--- src/rtl/huffman_pkg.sv ---
// Shared definitions for the Huffman decoder: widths, FSM encoding,
// code-table entry layout and the codeword match helper.
package huffman_pkg;

  localparam int WORD_W    = 32;
  localparam int SYM_W     = 6;
  localparam int CODE_W    = 8;
  localparam int LEN_W     = 4;

  localparam int TBL_DEPTH = 32'd1 << SYM_W;
  localparam int TBL_W     = LEN_W + CODE_W;
  localparam int BUF_W     = 40;
  localparam int CNT_W     = 6;
  localparam int SCAN_W    = SYM_W + 1;
  localparam int STAT_W    = 16;

  // Table entry layout: {length, right-aligned code}
  localparam int LEN_MSB   = 11;
  localparam int LEN_LSB   = 8;
  localparam int CODE_MSB  = 7;

  typedef enum logic [1:0] {
    ST_IDLE   = 2'd0,
    ST_SEARCH = 2'd1,
    ST_EMIT   = 2'd2,
    ST_ERROR  = 2'd3
  } state_t;

  // True when the entry is a usable codeword (length 1..8), fits in the
  // buffered bits, and its code equals the leading bits of the buffer.
  function automatic logic code_match(
    input logic [TBL_W-1:0]  entry,
    input logic [CODE_W-1:0] head,
    input logic [CNT_W-1:0]  count
  );
    logic [LEN_W-1:0]  len;
    logic [CODE_W-1:0] mask;
    logic [CODE_W-1:0] head_al;
    len     = entry[LEN_MSB:LEN_LSB];
    mask    = ~(8'hFF << len);
    head_al = head >> (4'd8 - len);
    if ((len == 4'd0) || (len > 4'd8)) begin
      code_match = 1'b0;
    end else if ({2'b00, len} > count) begin
      code_match = 1'b0;
    end else begin
      code_match = (head_al == (entry[CODE_MSB:0] & mask));
    end
  endfunction

endpackage

--- src/rtl/huffman_code_table.sv ---
// 64 x 12 code table: one write port, one read port with a registered
// (1-cycle) read. Contents are intentionally not touched by reset so a
// loaded table survives a decoder restart.
module huffman_code_table
  import huffman_pkg::*;
(
  input  logic             clock,
  input  logic             we,
  input  logic [SYM_W-1:0] waddr,
  input  logic [TBL_W-1:0] wdata,
  input  logic [SYM_W-1:0] raddr,
  output logic [TBL_W-1:0] rdata
);

  logic [TBL_W-1:0] mem_r [0:TBL_DEPTH-1];

  // Table write and synchronous read
  always_ff @(posedge clock) begin
    if (we) begin
      mem_r[waddr] <= wdata;
    end
    rdata <= mem_r[raddr];
  end

endmodule

--- src/rtl/huffman_decoder.sv ---
// Bit-serial Huffman decoder. Encoded words are appended to a 40-bit
// MSB-aligned bit buffer; the code table is scanned from address 0 upward
// (one entry per cycle) and the first entry matching the buffer head
// yields the symbol index. Optional symbol counter: HUFF_DEC_STATS_EN.
module huffman_decoder
  import huffman_pkg::*;
(
  input  logic              clock,
  input  logic              reset,
  input  logic              tbl_we,
  input  logic [SYM_W-1:0]  tbl_addr,
  input  logic [TBL_W-1:0]  tbl_data,
  input  logic              in_valid,
  output logic              in_ready,
  input  logic [WORD_W-1:0] in_data,
  input  logic [CNT_W-1:0]  in_bits,
  input  logic              in_last,
  output logic              sym_valid,
  input  logic              sym_ready,
  output logic [SYM_W-1:0]  sym,
  output logic              done,
  output logic              error,
  output logic              busy,
  output logic [STAT_W-1:0] sym_count
);

  state_t             state_r, state_n;
  logic [BUF_W-1:0]   buf_r, buf_n;
  logic [CNT_W-1:0]   count_r, count_n;
  logic               last_seen_r, last_seen_n;
  logic [SYM_W-1:0]   sym_r, sym_n;
  logic [SCAN_W-1:0]  scan_r, scan_n;
  logic               done_n;

  logic               in_ready_r;
  logic               sym_valid_r;
  logic               done_r;
  logic               error_r;
  logic               busy_r;

  logic               tbl_we_s;
  logic [SYM_W-1:0]   rd_addr_s;
  logic [TBL_W-1:0]   rd_data_s;
  logic [CNT_W-1:0]   nbits_s;
  logic [WORD_W-1:0]  in_mask_s;
  logic [BUF_W-1:0]   place_s;
  logic               hit_s;
  logic [LEN_W-1:0]   hit_len_s;

  // The table may only be rewritten while the decoder holds no work
  assign tbl_we_s  = tbl_we & ~busy_r;
  // Scan counter value k issues address k; its data is compared at k+1
  assign rd_addr_s = scan_r[SYM_W-1:0];

  huffman_code_table u_table (
    .clock (clock),
    .we    (tbl_we_s),
    .waddr (tbl_addr),
    .wdata (tbl_data),
    .raddr (rd_addr_s),
    .rdata (rd_data_s)
  );

  // Saturate the word bit count: 0 and anything above 32 mean a full word
  always_comb begin
    if ((in_bits == 6'd0) || (in_bits > 6'd32)) begin
      nbits_s = 6'd32;
    end else begin
      nbits_s = in_bits;
    end
  end

  // Keep only the valid leading bits of the word and align them behind
  // the bits already buffered
  always_comb begin
    in_mask_s = ~(32'hFFFF_FFFF >> nbits_s);
    place_s   = {in_data & in_mask_s, 8'h00} >> count_r;
  end

  // Compare the entry returned by the table against the buffer head
  always_comb begin
    hit_s     = code_match(rd_data_s, buf_r[BUF_W-1 -: CODE_W], count_r);
    hit_len_s = rd_data_s[LEN_MSB:LEN_LSB];
  end

  // Next-state, buffer and symbol update
  always_comb begin
    state_n     = state_r;
    buf_n       = buf_r;
    count_n     = count_r;
    last_seen_n = last_seen_r;
    sym_n       = sym_r;
    scan_n      = 7'd0;
    done_n      = 1'b0;
    case (state_r)
      ST_IDLE: begin
        if ((count_r >= 6'd8) || (last_seen_r && (count_r != 6'd0))) begin
          state_n = ST_SEARCH;
        end else if (last_seen_r) begin
          done_n      = 1'b1;
          last_seen_n = 1'b0;
        end else if (in_valid && in_ready_r) begin
          buf_n       = buf_r | place_s;
          count_n     = count_r + nbits_s;
          last_seen_n = in_last;
        end else begin
          state_n = ST_IDLE;
        end
      end
      ST_SEARCH: begin
        scan_n = scan_r + 7'd1;
        if ((scan_r != 7'd0) && hit_s) begin
          sym_n   = scan_r[SYM_W-1:0] - 6'd1;
          buf_n   = buf_r << hit_len_s;
          count_n = count_r - {2'b00, hit_len_s};
          scan_n  = 7'd0;
          state_n = ST_EMIT;
        end else if (scan_r == 7'd64) begin
          scan_n = 7'd0;
          // Only an incomplete, non-final buffer may wait for more bits
          if (!last_seen_r && (count_r < 6'd8)) begin
            state_n = ST_IDLE;
          end else begin
            state_n = ST_ERROR;
          end
        end else begin
          state_n = ST_SEARCH;
        end
      end
      ST_EMIT: begin
        if (sym_ready) begin
          state_n = ST_IDLE;
        end else begin
          state_n = ST_EMIT;
        end
      end
      ST_ERROR: begin
        state_n = ST_ERROR;
      end
      default: begin
        state_n = ST_IDLE;
      end
    endcase
  end

  // State register; outputs are registered from the next-state values so
  // they line up exactly with the state they describe
  always_ff @(posedge clock) begin
    if (reset) begin
      state_r     <= ST_IDLE;
      buf_r       <= '0;
      count_r     <= 6'd0;
      last_seen_r <= 1'b0;
      sym_r       <= 6'd0;
      scan_r      <= 7'd0;
      in_ready_r  <= 1'b1;
      sym_valid_r <= 1'b0;
      done_r      <= 1'b0;
      error_r     <= 1'b0;
      busy_r      <= 1'b0;
    end else begin
      state_r     <= state_n;
      buf_r       <= buf_n;
      count_r     <= count_n;
      last_seen_r <= last_seen_n;
      sym_r       <= sym_n;
      scan_r      <= scan_n;
      in_ready_r  <= (state_n == ST_IDLE) && (count_n < 6'd8) && !last_seen_n;
      sym_valid_r <= (state_n == ST_EMIT);
      done_r      <= done_n;
      error_r     <= (state_n == ST_ERROR);
      busy_r      <= (state_n != ST_IDLE) || (count_n != 6'd0);
    end
  end

  assign in_ready  = in_ready_r;
  assign sym_valid = sym_valid_r;
  assign sym       = sym_r;
  assign done      = done_r;
  assign error     = error_r;
  assign busy      = busy_r;

`ifdef HUFF_DEC_STATS_EN
  logic [STAT_W-1:0] sym_count_r;

  // Count delivered symbols, wrapping naturally at 16 bits
  always_ff @(posedge clock) begin
    if (reset) begin
      sym_count_r <= 16'd0;
    end else if (sym_valid_r && sym_ready) begin
      sym_count_r <= sym_count_r + 16'd1;
    end else begin
      sym_count_r <= sym_count_r;
    end
  end

  assign sym_count = sym_count_r;
`else
  assign sym_count = 16'd0;
`endif

endmodule
--- config.mk ---
export PLATFORM = sky130hd
export DESIGN_NAME = huffman_decoder
export DESIGN_NICKNAME = d
export VERILOG_FILES = /design/src/rtl/huffman_pkg.sv /design/src/rtl/huffman_code_table.sv /design/src/rtl/huffman_decoder.sv
export SDC_FILE = /design/constraint.sdc
export NUM_CORES = 1
export LEC_CHECK = 0
export CAP_MARGIN = 20
export CORE_UTILIZATION = 60
export DETAILED_ROUTE_END_ITERATION = 10
export GPL_ROUTABILITY_DRIVEN = 1
export PLACE_DENSITY = 0.78
export SYNTH_ARGS = -nofsm -noshare
export SYNTH_HDL_FRONTEND = slang
export SYNTH_SLANG_ARGS = --single-unit
--- constraint.sdc ---
create_clock -name clock -period 10.6 [get_ports clock]
set_input_delay 1.59 -clock clock [delete_from_list [all_inputs] [get_ports clock]]
set_output_delay 1.59 -clock clock [all_outputs]
set_load 0.01 [all_outputs]
==> report_table.html, run 1 <==
<table>
<tr><th>Metric</th><th>Value</th></tr>
<tr><th colspan="2">STA</th></tr>
<tr><td>Final setup violation count</td><td>0</td></tr>
<tr><td>Measured slew at the worst slew-check pin</td><td>1210 ps</td></tr>
<tr><td>Final Slew Violations</td><td>0</td></tr>
<tr><td>Time the final worst path needs with I/O delays and setup</td><td>5650 ps</td></tr>
<tr><td>Setup ws final</td><td>4950 ps</td></tr>
<tr><td>Total negative slack for setup checks</td><td>0 ps</td></tr>
<tr><td>Final Hold Vio Count</td><td>0</td></tr>
<tr><td>Setup skew after layout</td><td>47.0 ps</td></tr>
<tr><td>Hold slack final</td><td>514 ps</td></tr>
<tr><td>Upper clock frequency limit</td><td>177 MHz</td></tr>
<tr><td>Part of the cycle the worst path needs</td><td>53.3%</td></tr>
<tr><td>Unrepaired setup endpoints after global routing</td><td>false</td></tr>
<tr><td>Worst slew margin</td><td>18.7%</td></tr>
<tr><th colspan="2">CTS</th></tr>
<tr><td>CTS Hold Buffers Added</td><td>0</td></tr>
<tr><td>Resized cells post-CTS</td><td>0</td></tr>
<tr><td>Clk_lat worst skew</td><td>670 ps</td></tr>
<tr><td>Bufs on Longest Clock Path</td><td>3</td></tr>
<tr><td>H-Tree Level Count</td><td>3</td></tr>
<tr><td>Clock-pin slew on the worst setup and hold paths</td><td>60 ps</td></tr>
<tr><td>Clock Root Buffer</td><td>sky130_fd_sc_hd__clkbuf_16</td></tr>
<tr><td>Sink count of the clock tree</td><td>847</td></tr>
<tr><td>Clock tree from TritonCTS</td><td>built</td></tr>
<tr><td>Buffers inserted by post-CTS timing repair</td><td>0</td></tr>
<tr><td>CTS Buf Count</td><td>84</td></tr>
<tr><th colspan="2">Synth</th></tr>
<tr><td>Most common flop cell mapped by yosys</td><td>sky130_fd_sc_hd__edfxtp_1</td></tr>
<tr><td>Number of synthesized flops with an enable pin</td><td>768</td></tr>
<tr><td>Post-synth cell types</td><td>95</td></tr>
<tr><td>Average cell area after synthesis</td><td>16.5 sq um</td></tr>
<tr><td>Async SR Flop Fraction</td><td>0%</td></tr>
<tr><td>Sequential share of the synthesized area</td><td>64.9%</td></tr>
<tr><td>Post-synthesis sequential element count</td><td>847</td></tr>
<tr><td>Number of cells produced by synthesis</td><td>2300</td></tr>
<tr><td>Number of warning messages in the yosys log</td><td>0</td></tr>
<tr><td>Netlist area before placement</td><td>38000 sq um</td></tr>
<tr><th colspan="2">Detailed routing</th></tr>
<tr><td>Via total after detailed routing</td><td>23072</td></tr>
<tr><td>Vias per cell</td><td>7.01</td></tr>
<tr><td>Routed WL</td><td>106000 um</td></tr>
<tr><td>WL per Instance</td><td>32.1 um</td></tr>
<tr><td>First drt pass iteration count</td><td>8</td></tr>
<tr><td>Routed Antenna Nets</td><td>0</td></tr>
<tr><td>Initial drt markers</td><td>3262</td></tr>
<tr><td>Post-route DRC violation count</td><td>0</td></tr>
<tr><th colspan="2">Worst setup path</th></tr>
<tr><td>Reg-to-Reg Start</td><td>u_table.rdata[9]</td></tr>
<tr><td>Endpoint of the worst-slack reg-to-reg timing path</td><td>busy</td></tr>
<tr><td>Worst setup SP type</td><td>register</td></tr>
<tr><td>Setup slack of the worst register-to-register path</td><td>4950 ps</td></tr>
<tr><td>Maximum fanout encountered on the critical timing path</td><td>52</td></tr>
<tr><td>Data required, critical path</td><td>11070 ps</td></tr>
<tr><td>Capturing element type of the critical path</td><td>register</td></tr>
<tr><td>Critical Setup Path Class</td><td>register to register</td></tr>
<tr><td>R2R depth</td><td>14</td></tr>
<tr><td>CP Data Arrival Time</td><td>6120 ps</td></tr>
<tr><th colspan="2">Floorplan</th></tr>
<tr><td>Overall die height</td><td>254 um</td></tr>
<tr><td>DIE AREA</td><td>64300 sq um</td></tr>
<tr><td>Core Region</td><td>62200 sq um</td></tr>
<tr><td>Site row count</td><td>91</td></tr>
<tr><td>X dimension of the die</td><td>254 um</td></tr>
<tr><td>Total I/O pin count</td><td>89</td></tr>
<tr><td>Effective utilization at floorplan</td><td>61.1%</td></tr>
<tr><th colspan="2">Flow run</th></tr>
<tr><td>Max Cap Violations</td><td>0</td></tr>
<tr><th colspan="2">Power</th></tr>
<tr><td>Overall power of the completed layout</td><td>0.00855 W</td></tr>
<tr><td>Static Leakage</td><td>13.7 nW</td></tr>
<tr><td>Power density normalized to cell area</td><td>200 nW/um^2</td></tr>
<tr><td>Largest voltage drop on the vdd net</td><td>0.000180 V</td></tr>
<tr><th colspan="2">Layout</th></tr>
<tr><td>Leading cell types in the layout, fill and taps excluded</td><td>sky130_fd_sc_hd__edfxtp_1 (768), sky130_fd_sc_hd__mux4_2 (281), sky130_fd_sc_hd__nor2_1 (180)</td></tr>
<tr><td>Synth-to-layout area growth</td><td>12.3%</td></tr>
<tr><td>Most common cell after layout, fill and taps aside</td><td>sky130_fd_sc_hd__edfxtp_1</td></tr>
<tr><td>Proportion of layout cells with a drive suffix above 1</td><td>23.3%</td></tr>
<tr><td>Net total in the final layout</td><td>2466</td></tr>
<tr><th colspan="2">Worst hold path</th></tr>
<tr><td>WHS Path Cells</td><td>2</td></tr>
<tr><td>Worst hold-check path type</td><td>register to register</td></tr>
<tr><td>Critical hold path startpoint</td><td>sym[1]</td></tr>
<tr><td>Hold path endpoint</td><td>sym[1]</td></tr>
<tr><th colspan="2">Global route</th></tr>
<tr><td>Total Routing Usage GR</td><td>32.4%</td></tr>
<tr><td>Antenna violations before repair</td><td>1</td></tr>
<tr><td>Global-route wire length before repair</td><td>151000 um</td></tr>
<tr><td>Via count of the first global-routing pass</td><td>22620</td></tr>
<tr><td>Pin count of the biggest net entering global routing</td><td>69</td></tr>
<tr><td>Total global routing overflow</td><td>0</td></tr>
<tr><th colspan="2">Placed design</th></tr>
<tr><td>DPL Wire Length</td><td>61100 um</td></tr>
<tr><td>Worst slack at placement</td><td>5080 ps</td></tr>
<tr><td>Number of input and output port buffers inserted</td><td>72</td></tr>
<tr><td>Final RePlAce weighted congestion</td><td>0.984</td></tr>
<tr><th colspan="2">Run status</th></tr>
<tr><td>Outcome</td><td>finished clean</td></tr>
</table>
==> cell type report <==
type                            instances  area [sq um]
Antenna cell                            1          2.50
Clock buffer                          112          2260
Clock inverter                         40           507
Fill cell                            3888         19500
Inverter                               33           124
Multi-Input combinational cell       1250         12500
Sequential cell                       847         24700
Tap cell                              837          1050
Timing Repair Buffer                  172          1600
==> layer usage <==
layer	track usage, %	part of all wire (%)
met5	0	0
met4	12.0	4.0
met3	4.98	8.1
met2	55.9	52
met1	42.0	36
==> cells by family after synthesis <==
family	share of synthesized area, %
flip-flops	64.9
AND/OR/NAND/NOR	5.74
multiplexers	19.3
AO/OA/AOI/OAI	6.55
buffers and inverters	2.49
adder cells (fa/ha/maj)	0.619
XOR/XNOR	0.415
other	0.00987
==> power breakdown <==
group / internal, W / total [W] / switching (W)
Combinational: 0.000688 / 0.00170 / 0.00102
Sequential: 0.00371 / 0.00383 / 0.000111
Clock: 0.00169 / 0.00302 / 0.00133
Total: 0.00609 / 0.00855 / 0.00245
==> per-stage QoR <==
| stage | utilization [%] | cells | area (sq um) |
|---|---|---|---|
| floorplan | - | 2315 | 38000 |
| global placement | 63.1 | 3081 | 39300 |
| detailed placement | 63.3 | 3090 | 39300 |
| CTS | 67.7 | 3242 | 42100 |
| global route | 68.6 | 3291 | 42700 |
| finish | 68.6 | 3292 | 42700 |
==> worst max-delay path by stage <==
stage                                start   endpoint  slack [ps]
after floorplan                 in_bits[1]       busy        6350
after global placement    u_table.rdata[9]       busy        5090
after detailed placement  u_table.rdata[9]       busy        5080
after CTS                 u_table.rdata[9]       busy        5040
after global routing      u_table.rdata[9]  buf_r[12]        4680
final                     u_table.rdata[9]       busy        4950
==> worst max-delay path, cell delays in order, from the launching register on <==
cell	delay, ps
sky130_fd_sc_hd__dfxtp_2	320
sky130_fd_sc_hd__buf_4	530
sky130_fd_sc_hd__inv_1	430
sky130_fd_sc_hd__ha_1	350
sky130_fd_sc_hd__ha_1	480
sky130_fd_sc_hd__mux2i_1	220
sky130_fd_sc_hd__o2bb2ai_1	80
sky130_fd_sc_hd__o21ai_0	450
sky130_fd_sc_hd__mux2_2	420
sky130_fd_sc_hd__a211oi_2	500
sky130_fd_sc_hd__and3_1	480
sky130_fd_sc_hd__buf_4	440
sky130_fd_sc_hd__mux2i_1	160
sky130_fd_sc_hd__nor4_2	390
sky130_fd_sc_hd__a41oi_2	160
==> registers in the layout, indices dropped and copies added (netlist names) <==
name / flops
state_r: 2
u_table.rdata: 12
in_ready: 1
error: 1
scan_r: 7
busy: 1
buf_r: 40
count_r: 6
sym: 6
done: 1
sym_valid: 1
last_seen_r: 1
u_table.mem_r: 768
==> Yosys cell counts, types with 21 or more instances <==
library cell	count	share of area [%]
sky130_fd_sc_hd__a211oi_1	36	0.71
sky130_fd_sc_hd__a21oi_1	69	0.91
sky130_fd_sc_hd__buf_1	38	0.38
sky130_fd_sc_hd__buf_2	22	0.29
sky130_fd_sc_hd__clkbuf_1	103	1.0
sky130_fd_sc_hd__dfxtp_1	79	4.2
sky130_fd_sc_hd__edfxtp_1	768	61
sky130_fd_sc_hd__inv_1	30	0.30
sky130_fd_sc_hd__mux2_2	22	0.65
sky130_fd_sc_hd__mux2i_1	75	2.0
sky130_fd_sc_hd__mux4_2	281	17
sky130_fd_sc_hd__nand2_1	137	1.4
sky130_fd_sc_hd__nor2_1	182	1.8
sky130_fd_sc_hd__nor2b_1	21	0.35
sky130_fd_sc_hd__nor3_1	30	0.40
sky130_fd_sc_hd__o21ai_0	65	0.86
No activity file was read; power rests on OpenSTA's default activity.
==> inputs of run 2 (changes only) <==
clock period = 5.9 ns   (was 10.6 ns; I/O delays follow)
==> report_table.html, run 2 (synthesized netlist as in run 1, its figures left out) <==
<table>
<tr><th>Metric</th><th>Value</th></tr>
<tr><th colspan="2">Run status</th></tr>
<tr><td>Outcome</td><td>finished clean</td></tr>
<tr><th colspan="2">Layout</th></tr>
<tr><td>Filler cell count in the final layout</td><td>3875</td></tr>
<tr><td>Final non-filler cell total</td><td>3287</td></tr>
<tr><td>Flip-flop count of the largest register after layout</td><td>768</td></tr>
<tr><td>Top reg by flops</td><td>u_table.mem_r</td></tr>
<tr><td>Largest registers</td><td>u_table.mem_r (768), buf_r (40), u_table.rdata (12)</td></tr>
<tr><td>Leading cell types in the layout, fill and taps excluded</td><td>sky130_fd_sc_hd__edfxtp_1 (768), sky130_fd_sc_hd__mux4_2 (281), sky130_fd_sc_hd__nor2_1 (180)</td></tr>
<tr><td>Proportion of layout cells with a drive suffix above 1</td><td>23.1%</td></tr>
<tr><td>Synth-to-layout area growth</td><td>12.2%</td></tr>
<tr><td>Most common cell after layout, fill and taps aside</td><td>sky130_fd_sc_hd__edfxtp_1</td></tr>
<tr><td>Share of the core filled with cells</td><td>68.6%</td></tr>
<tr><td>Net total in the final layout</td><td>2461</td></tr>
<tr><th colspan="2">CTS</th></tr>
<tr><td>Clock Root Buffer</td><td>sky130_fd_sc_hd__clkbuf_16</td></tr>
<tr><td>Sink count of the clock tree</td><td>847</td></tr>
<tr><td>Clk_lat worst skew</td><td>680 ps</td></tr>
<tr><td>Clock-pin slew on the worst setup and hold paths</td><td>60 ps</td></tr>
<tr><td>H-Tree Level Count</td><td>3</td></tr>
<tr><td>CTS Hold Buffers Added</td><td>0</td></tr>
<tr><td>CTS Buf Count</td><td>84</td></tr>
<tr><td>Bufs on Longest Clock Path</td><td>3</td></tr>
<tr><td>Buffers inserted by post-CTS timing repair</td><td>0</td></tr>
<tr><td>Resized cells post-CTS</td><td>0</td></tr>
<tr><td>Clock tree from TritonCTS</td><td>built</td></tr>
<tr><th colspan="2">Detailed routing</th></tr>
<tr><td>Routed Antenna Nets</td><td>0</td></tr>
<tr><td>First drt pass iteration count</td><td>6</td></tr>
<tr><td>Post-route DRC violation count</td><td>0</td></tr>
<tr><td>Routed WL</td><td>102000 um</td></tr>
<tr><td>Vias per cell</td><td>6.85</td></tr>
<tr><td>Via total after detailed routing</td><td>22510</td></tr>
<tr><td>WL per Instance</td><td>31.0 um</td></tr>
<tr><td>Initial drt markers</td><td>2614</td></tr>
<tr><th colspan="2">Worst setup path</th></tr>
<tr><td>Reg-to-Reg Start</td><td>u_table.rdata[8]</td></tr>
<tr><td>Worst setup path startpoint</td><td>u_table.rdata[8]</td></tr>
<tr><td>Worst setup SP type</td><td>register</td></tr>
<tr><td>Top cell family by delay on the critical path</td><td>compound AO/OA/AOI/OAI gates</td></tr>
<tr><td>End point of the critical path</td><td>buf_r[23]</td></tr>
<tr><td>Worst Path Buf+Inv</td><td>2</td></tr>
<tr><td>Data required, critical path</td><td>6380 ps</td></tr>
<tr><td>CP Data Arrival Time</td><td>5390 ps</td></tr>
<tr><td>Critical path depth in cells</td><td>13</td></tr>
<tr><td>Critical-path cell list</td><td>inv_1, ha_1, ha_1, mux2i_1, o2bb2ai_1, o21ai_0, mux2_2, a211oi_2, a31oi_2, nor2_2, buf_12, nor2_1, a2111oi_0</td></tr>
<tr><td>Capturing element type of the critical path</td><td>register</td></tr>
<tr><td>Cell with the largest stage delay on the worst path</td><td>sky130_fd_sc_hd__nor2_2</td></tr>
<tr><td>Endpoint of the worst-slack reg-to-reg timing path</td><td>buf_r[23]</td></tr>
<tr><td>Setup slack of the worst register-to-register path</td><td>990 ps</td></tr>
<tr><td>CP dominant cell by count</td><td>sky130_fd_sc_hd__ha_1</td></tr>
<tr><td>Maximum fanout encountered on the critical timing path</td><td>33</td></tr>
<tr><td>Critical Setup Path Class</td><td>register to register</td></tr>
<tr><td>Largest incremental delay on the critical path</td><td>750 ps</td></tr>
<tr><td>R2R depth</td><td>13</td></tr>
<tr><th colspan="2">Global route</th></tr>
<tr><td>Total global routing overflow</td><td>0</td></tr>
<tr><td>Via count of the first global-routing pass</td><td>22452</td></tr>
<tr><td>Total Routing Usage GR</td><td>32.1%</td></tr>
<tr><td>Global-route wire length before repair</td><td>149000 um</td></tr>
<tr><td>Pin count of the biggest net entering global routing</td><td>153</td></tr>
<tr><td>Antenna violations before repair</td><td>4</td></tr>
<tr><th colspan="2">Power</th></tr>
<tr><td>Static Leakage</td><td>13.6 nW</td></tr>
<tr><td>Largest voltage drop on the vdd net</td><td>0.000322 V</td></tr>
<tr><td>Power density normalized to cell area</td><td>358 nW/um^2</td></tr>
<tr><th colspan="2">STA</th></tr>
<tr><td>Total negative slack for setup checks</td><td>0 ps</td></tr>
<tr><td>Final Hold Vio Count</td><td>0</td></tr>
<tr><td>Worst slew margin</td><td>24.8%</td></tr>
<tr><td>Time the final worst path needs with I/O delays and setup</td><td>4910 ps</td></tr>
<tr><td>Final setup violation count</td><td>0</td></tr>
<tr><td>Upper clock frequency limit</td><td>204 MHz</td></tr>
<tr><td>Setup ws final</td><td>987 ps</td></tr>
<tr><td>Measured slew at the worst slew-check pin</td><td>1120 ps</td></tr>
<tr><td>Final Slew Violations</td><td>0</td></tr>
<tr><td>Setup skew after layout</td><td>76.4 ps</td></tr>
<tr><td>Unrepaired setup endpoints after global routing</td><td>false</td></tr>
<tr><td>Part of the cycle the worst path needs</td><td>83.3%</td></tr>
<tr><th colspan="2">Worst hold path</th></tr>
<tr><td>Worst hold-check path type</td><td>register to register</td></tr>
<tr><th colspan="2">Placed design</th></tr>
<tr><td>Final RePlAce weighted congestion</td><td>0.965</td></tr>
<tr><td>DPL Wire Length</td><td>61100 um</td></tr>
<tr><td>Number of input and output port buffers inserted</td><td>72</td></tr>
<tr><td>Worst slack at placement</td><td>1100 ps</td></tr>
<tr><td>Instance count after placement with tap cells included</td><td>3082</td></tr>
<tr><th colspan="2">Floorplan</th></tr>
<tr><td>Total I/O pin count</td><td>89</td></tr>
<tr><td>Site row count</td><td>91</td></tr>
<tr><td>X dimension of the die</td><td>254 um</td></tr>
<tr><td>Core Region</td><td>62200 sq um</td></tr>
<tr><td>DIE AREA</td><td>64300 sq um</td></tr>
<tr><td>Effective utilization at floorplan</td><td>61.1%</td></tr>
<tr><td>Overall die height</td><td>254 um</td></tr>
<tr><th colspan="2">Flow run</th></tr>
<tr><td>Max Cap Violations</td><td>0</td></tr>
</table>
run 2: changes by cell type in the layout (fill, tap and decap cells not counted), moves of 2 or more:
| cell | before | now |
|---|---|---|
| sky130_fd_sc_hd__buf_4 | 80 | 69 |
| sky130_fd_sc_hd__buf_12 | 12 | 15 |
| sky130_fd_sc_hd__buf_6 | 7 | 10 |
| sky130_fd_sc_hd__clkbuf_8 | 5 | 2 |
| sky130_fd_sc_hd__clkinv_1 | 17 | 20 |
| sky130_fd_sc_hd__clkbuf_1 | 23 | 21 |
| sky130_fd_sc_hd__clkinvlp_4 | 2 | 4 |
run 2: area by class of cell:
type	count	area, sq um	area share [%]
antenna	2	5.00	0.0117
clock buffer	108	2230	5.24
clock inverter	43	494	1.16
inverter	33	124	0.291
multi-input combinational	1250	12500	29.2
sequential	847	24700	57.8
tap	837	1050	2.46
timing repair buffer	167	1610	3.79
run 2: tightest hold or removal path, stage by stage, from the launching register on:
cell and delay, ps:
sky130_fd_sc_hd__dfxtp_1 310, sky130_fd_sc_hd__nor2_1 90, sky130_fd_sc_hd__a211oi_1 50
run 2: metal layers:
layer	global-route usage (%)	vias up	wire, um
met3	5.22	243	7490
met1	41.2	11566	37300
met5	0	-	27
met2	55.0	1266	52500
met4	12.9	4	4450
li1	-	9431	-
run 2: worst min path at each step:
stage	to	startpoint	cells after the start	slack (ps)
after floorplan	buf_r[5]	buf_r[5]	2	490
after global routing	sym[5]	sym[5]	2	530
after global placement	sym[1]	sym[1]	2	490
after detailed placement	sym[5]	sym[5]	2	500
after CTS	sym[5]	sym[5]	2	510
final	sym[0]	sym[0]	2	500
run 2: per-stage QoR:
step	instance area, sq um	hold slack [ps]	total power (W)
after detailed placement	39300	496	0.00997
after global placement	39200	491	0.00992
after floorplan	38000	485	0.00902
after global routing	42600	534	0.0157
final	42600	503	0.0153
after CTS	42000	505	0.0153
run 2: where the power goes:
group	switching (W)	internal [W]	leakage [nW]
registers	0.000223	0.00667	7.55
clock network	0.00236	0.00297	1.30
logic	0.00182	0.00124	4.78
total	0.00440	0.0109	13.6
